===== config.mk =====
export PLATFORM = sky130hd
export DESIGN_NAME = booth_muldiv_seq
export DESIGN_NICKNAME = d
export VERILOG_FILES = /design/src/rtl/muldiv_pkg.sv /design/src/rtl/booth_step.sv /design/src/rtl/booth_muldiv_seq.sv
export SDC_FILE = /design/constraint.sdc
export NUM_CORES = 1
export LEC_CHECK = 0
export ABC_AREA = 1
export BUFFER_PORTS_ARGS = -buffer_cell sky130_fd_sc_hd__buf_2
export CORE_MARGIN = 1
export CORE_UTILIZATION = 36
export DETAILED_ROUTE_END_ITERATION = 8
export GPL_ROUTABILITY_DRIVEN = 1
export MAX_ROUTING_LAYER = met4
export PLACE_DENSITY = 0.63
export REMOVE_ABC_BUFFERS = 1
export SLEW_MARGIN = 20
export SYNTH_ARGS = -nofsm -noshare
export SYNTH_HDL_FRONTEND = slang
export SYNTH_SLANG_ARGS = --single-unit

===== constraint.sdc =====
create_clock -name Clk -period 12.62 [get_ports Clk]
set_input_delay 1.893 -clock Clk [delete_from_list [all_inputs] [get_ports Clk]]
set_output_delay 1.893 -clock Clk [all_outputs]
set_load 0.005 [all_outputs]

===== src/rtl/muldiv_pkg.sv =====
// muldiv_pkg: shared types and operand-extension helper for the Booth multiplier
package muldiv_pkg;
  typedef enum logic [1:0] {OP_MULT, OP_MULTU, OP_MADD, OP_MADDU} op_e;
  typedef enum logic [1:0] {S_IDLE, S_RUN, S_WRITE} state_e;
  // Returns the extension bit placed above an operand's MSB: copy of the sign, or 0 when unsigned
  function automatic logic booth_ext(input logic value, input logic unsigned_flag);
    return value & ~unsigned_flag;
  endfunction
endpackage


===== src/rtl/booth_step.sv =====
// booth_step: one radix-2 Booth iteration (conditional add/sub, then arithmetic shift right)
module booth_step #(
  parameter int WIDTH = 32
) (
  input  logic [2*WIDTH+2:0] p,
  input  logic [2*WIDTH+2:0] a,
  input  logic [2*WIDTH+2:0] s,
  output logic [2*WIDTH+2:0] p_next
);
  logic [2*WIDTH+2:0] sum;
  always_comb begin
    sum = p[1:0] == 2'b01 ? p + a : p[1:0] == 2'b10 ? p + s : p;
    p_next = {sum[2*WIDTH+2], sum[2*WIDTH+2:1]};
  end
endmodule


===== src/rtl/booth_muldiv_seq.sv =====
// booth_muldiv_seq: iterative Booth multiply / multiply-accumulate owning the Hi/Lo pair
module booth_muldiv_seq
  import muldiv_pkg::*;
#(
  parameter int WIDTH = 32,
  parameter int CNT_W = $clog2(WIDTH + 2)
) (
  input  logic             Clk,
  input  logic             Reset,
  input  logic             Start,
  input  logic [1:0]       Op,
  input  logic [WIDTH-1:0] MultA,
  input  logic [WIDTH-1:0] MultB,
  input  logic             HiWe,
  input  logic             LoWe,
  input  logic [WIDTH-1:0] WrData,
  output logic             Busy,
  output logic             Done,
  output logic [WIDTH-1:0] Hi,
  output logic [WIDTH-1:0] Lo
);
  localparam int PW = 2*WIDTH + 3;
  state_e           state;
  logic [CNT_W-1:0] cnt;
  logic [PW-1:0]    a, s, p, p_next;
  logic [2*WIDTH-1:0] acc;
  logic [WIDTH:0]   a_ext, b_ext;
  assign a_ext = {booth_ext(MultA[WIDTH-1], Op[0]), MultA};
  assign b_ext = {booth_ext(MultB[WIDTH-1], Op[0]), MultB};
  booth_step #(.WIDTH(WIDTH)) u_step (.p(p), .a(a), .s(s), .p_next(p_next));
  // mthi/mtlo are applied first so the WRITE-state result overrides a coincident write
  always_ff @(posedge Clk or posedge Reset) begin
    if (Reset) begin
      state <= S_IDLE;
      cnt   <= '0;
      a     <= '0;
      s     <= '0;
      p     <= '0;
      acc   <= '0;
      Busy  <= 1'b0;
      Done  <= 1'b0;
      Hi    <= '0;
      Lo    <= '0;
    end else begin
      Done <= 1'b0;
      if (HiWe) Hi <= WrData;
      if (LoWe) Lo <= WrData;
      unique case (state)
        S_IDLE: if (Start) begin
          a     <= {a_ext, (WIDTH+2)'(0)};
          s     <= -{a_ext, (WIDTH+2)'(0)};
          p     <= {(WIDTH+1)'(0), b_ext, 1'b0};
          acc   <= Op[1] ? {Hi, Lo} : '0;
          cnt   <= '0;
          Busy  <= 1'b1;
          state <= S_RUN;
        end
        S_RUN: begin
          p   <= p_next;
          cnt <= cnt + 1'b1;
          if (cnt == CNT_W'(WIDTH)) state <= S_WRITE;
        end
        S_WRITE: begin
          {Hi, Lo} <= p[2*WIDTH:1] + acc;
          Done     <= 1'b1;
          Busy     <= 1'b0;
          state    <= S_IDLE;
        end
        default: state <= S_IDLE;
      endcase
    end
  end
endmodule


==> flow_metrics.py <==
metrics = {
    "detailed_routing": {
        "via_per_inst": 5.07,
        "wl_per_cell_um": 17.6,
        "vias": 21900,
        "firstDrtPassIters": 7,
        "dr.first_iter.drc_count": 1821,
        "drcViolationCount": 18,
        "wl_mm": 76.2,
        "ant_nets": 0,
    },
    "clocking": {
        "postCtsHoldBufs": 0,
        "cts_setup_buffers": 0,
        "clockRootBuffer": "clkbuf_16",
        "cts_buffers": 31,
        "postCtsResizedCells": 0,
        "clockBufferDepth": 3,
        "clkTransAtPathRegs_ns": 0.06,
        "clock-sinks": 269,
        "insertion_delay_ns": 0.61,
        "cts.htree.levels": 1,
        "cts_tree": "done",
    },
    "logic_synthesis": {
        "synth_ff_type": "dfrtp_1",
        "async_flop_share": 1.00,
        "postSynthCellCount": 3392,
        "syn-cell-area_um2": 21600,
        "ys_types": 48,
        "ys_ff_latch": 269,
        "yosysWarnings": 0,
        "synth_edf_count": 0,
        "synth.yosys.seq_area_share": 0.311,
        "syn-mean-instance-area_um2": 6.37,
    },
    "final_layout": {
        "areaGrowthSynthToFinish_pct": 12.3,
        "diodes": 0,
        "layout-drive-gt1-share": 0.102,
        "finalNetCount": 3757,
    },
    "setup_path": {
        "r2r_start": "state[1]",
        "reg2reg_depth": 8,
        "worst-path-stages": 8,
        "critPathArrivalTime_ns": 4.43,
        "path_class": "input port to flop",
        "critical-path-slowest-cell": "buf_4",
        "start_kind": "input port",
        "worstReg2RegEnd": "p[27]",
        "end_kind": "flop",
        "max_stage_delay_ns": 0.70,
        "r2r_slack_ns": 9.36,
        "critPathTopFamily": "buffers and inverters",
        "path_buf_inv": 4,
        "worstPathRequired_ns": 13.11,
        "worstPathMaxFanout": 82,
        "cp_cell_sequence": "buf_2 > nand3_4 > inv_2 > buf_4 > nor2_4 > buf_4 > nand2_1 > nand2_1",
        "crit_end": "p[27]",
        "cp-startpoint": "Start",
    },
    "global_routing": {
        "antenna_found_initial": 0,
        "grt_pass1_vias": 20200,
        "grt_pass1_wl_mm": 117,
        "grtUsageTotal": 0.255,
        "grt_max_degree": 86,
        "gr-total-overflow": 0,
    },
    "placement": {
        "hpwl_mm": 60.5,
        "numPortBuffers": 168,
        "gp_congestion": 0.976,
    },
    "floorplan": {
        "std_cell_rows": 89,
        "die_w_um": 247,
        "initial_core_util": 0.366,
        "fp.dieH_um": 247,
        "io_pins": 169,
        "coreArea_um2": 59100,
        "die_area_um2": 61000,
    },
    "flow_run": {
        "max_cap_violations": 0,
    },
    "pwr": {
        "switchingPower_w": 0.00356,
        "powerDensity_nw_per_um2": 275,
        "internal_power_w": 0.00312,
        "seqPwrFrac": 0.234,
        "switching_share": 0.533,
        "power_leakage_nw": 12.7,
        "clkPwrFrac": 0.141,
        "vdd_ir_drop_max_uv": 135,
        "power_w": 0.00668,
        "pwr-share-comb": 0.625,
    },
    "timing": {
        "max_freq_ghz": 0.253,
        "slew_violations": 0,
        "setup_viol": 0,
        "post-route-period-util": 0.313,
        "fin_worst_skew_ns": 0.0158,
        "rsz0062_at_grt": "no",
        "period_needed_ns": 3.95,
        "hold_viol": 0,
        "fin_setup_tns_ns": 0,
        "worstMarginPinSlew_ns": 0.979,
        "relSlewSlack": 0.348,
    },
    "outcome": {
        "run_status": "finished with violations",
        "violations": "design-rule violations",
    },
    "worst_hold_path": {
        "min_path_type": "flop to flop",
    },
}
how the worst min path moves through the flow:
stage,from,endpoint,slack [ns],cells past startpoint
floorplan,a[43],a[43],0.46,2
global placement,acc[3],acc[3],0.47,2
detailed placement,a[60],a[60],0.47,2
CTS,Busy,Busy,0.49,2
global route,acc[6],acc[6],0.51,2
finish,Busy,Busy,0.49,2
power by group through the flow:
stage / combinational (W) / sequential, W / clock [W]
6_report: 0.00417 / 0.00156 / 0.000943
5_1_grt: 0.00472 / 0.00159 / 0.000991
4_1_cts: 0.00412 / 0.00156 / 0.000962
3_5_place_dp: 0.00411 / 0.00157 / 0
3_3_place_gp: 0.00407 / 0.00158 / 0
2_1_floorplan: 0.00306 / 0.00140 / 0
stage by stage:
stage | worst slack (ns) | instance area [um2] | std cells | hold slack, ns | util
floorplan | 2.77 | 21300 | 3304 | 0.455 | -
global placement | 8.05 | 23200 | 4260 | 0.469 | 0.393
detailed placement | 8.01 | 23200 | 4260 | 0.474 | 0.393
CTS | 8.65 | 24300 | 4317 | 0.490 | 0.411
global route | 8.40 | 24300 | 4317 | 0.510 | 0.411
finish | 8.67 | 24300 | 4317 | 0.486 | 0.411
worst register-to-register path: stages, from the launching register on:
cell	delay, ns
dfrtp_1	0.41
inv_1	0.29
nand3_4	0.64
inv_2	0.22
buf_4	0.70
nor2_4	0.33
buf_4	0.35
nand2_1	0.16
nand2_1	0.05
placed cells by master (no fill, tap or decap), types with 6 or more instances in the layout:
cell,n
a21oi_1,208
a22oi_1,38
buf_2,168
buf_4,15
clkbuf_16,31
clkinv_2,8
dfrtp_1,269
ha_1,130
inv_1,397
inv_2,29
nand2_1,1184
nand2_2,21
nand3_1,227
nand3_2,6
nand3b_1,16
nand4_1,22
nor2_1,295
nor2_2,35
nor2_4,6
nor3_1,38
nor3_2,7
o211ai_1,25
o21ai_0,217
o21ai_1,7
o21bai_1,30
o31ai_1,6
xnor2_1,19
xor2_1,13
final cells by class:
| cell class | instances | area [um2] |
|---|---|---|
| timing repair buffer | 183 | 953 |
| multi-input combinational | 2606 | 13000 |
| clock buffer | 39 | 856 |
| clock inverter | 18 | 186 |
| sequential | 269 | 6730 |
| tap | 773 | 967 |
| fill | 6338 | 34800 |
| inverter | 429 | 1620 |
sequential cells by signal, summed over array words and instances, names as in the netlist:
register / cells
p: 66
acc: 64
s: 33
Hi: 32
Lo: 32
a: 32
cnt: 6
state: 2
Busy: 1
Done: 1
per-layer routing:
metal | track usage | part of all wire | routed length (um)
met5 | - | 0 | 0
met4 | 0.0592 | 0.022 | 1680
met3 | 0.0367 | 0.070 | 5320
met2 | 0.378 | 0.43 | 32600
met1 | 0.363 | 0.48 | 36600
cell families after synthesis:
family | share of synthesized area
flip-flops | 0.311
AO/OA/AOI/OAI | 0.146
buffers and inverters | 0.0905
adder cells (fa/ha/maj) | 0.0786
AND/OR/NAND/NOR | 0.361
XOR/XNOR | 0.0130
Yosys cell counts (4+ instances only):
cell type | count | area [um2]
nand2_1 | 1184 | 4440
inv_1 | 398 | 1490
nor2_1 | 300 | 1130
dfrtp_1 | 269 | 6730
nand3_1 | 228 | 1140
o21ai_0 | 217 | 1090
a21oi_1 | 208 | 1040
ha_1 | 131 | 1640
clkbuf_1 | 68 | 255
a22oi_1 | 38 | 285
nor3_1 | 38 | 190
nor2_2 | 33 | 206
o21bai_1 | 30 | 225
inv_2 | 29 | 109
o211ai_1 | 25 | 188
nand4_1 | 22 | 138
nand2_2 | 21 | 131
xnor2_1 | 19 | 166
nand3b_1 | 16 | 120
xor2_1 | 13 | 114
buf_2 | 12 | 60.1
buf_1 | 8 | 30.0
nor3_2 | 7 | 70.1
o21ai_1 | 7 | 35.0
nand3_2 | 6 | 60.1
o31ai_1 | 6 | 45.0
or2_1 | 5 | 31.3
or2_2 | 5 | 31.3
a21o_1 | 4 | 30.0
a21oi_2 | 4 | 35.0
and2_1 | 4 | 25.0
nor4_1 | 4 | 25.0
o21a_1 | 4 | 30.0
o21ai_2 | 4 | 35.0
o22ai_1 | 4 | 25.0
No activity file was read; power rests on OpenSTA's default activity.
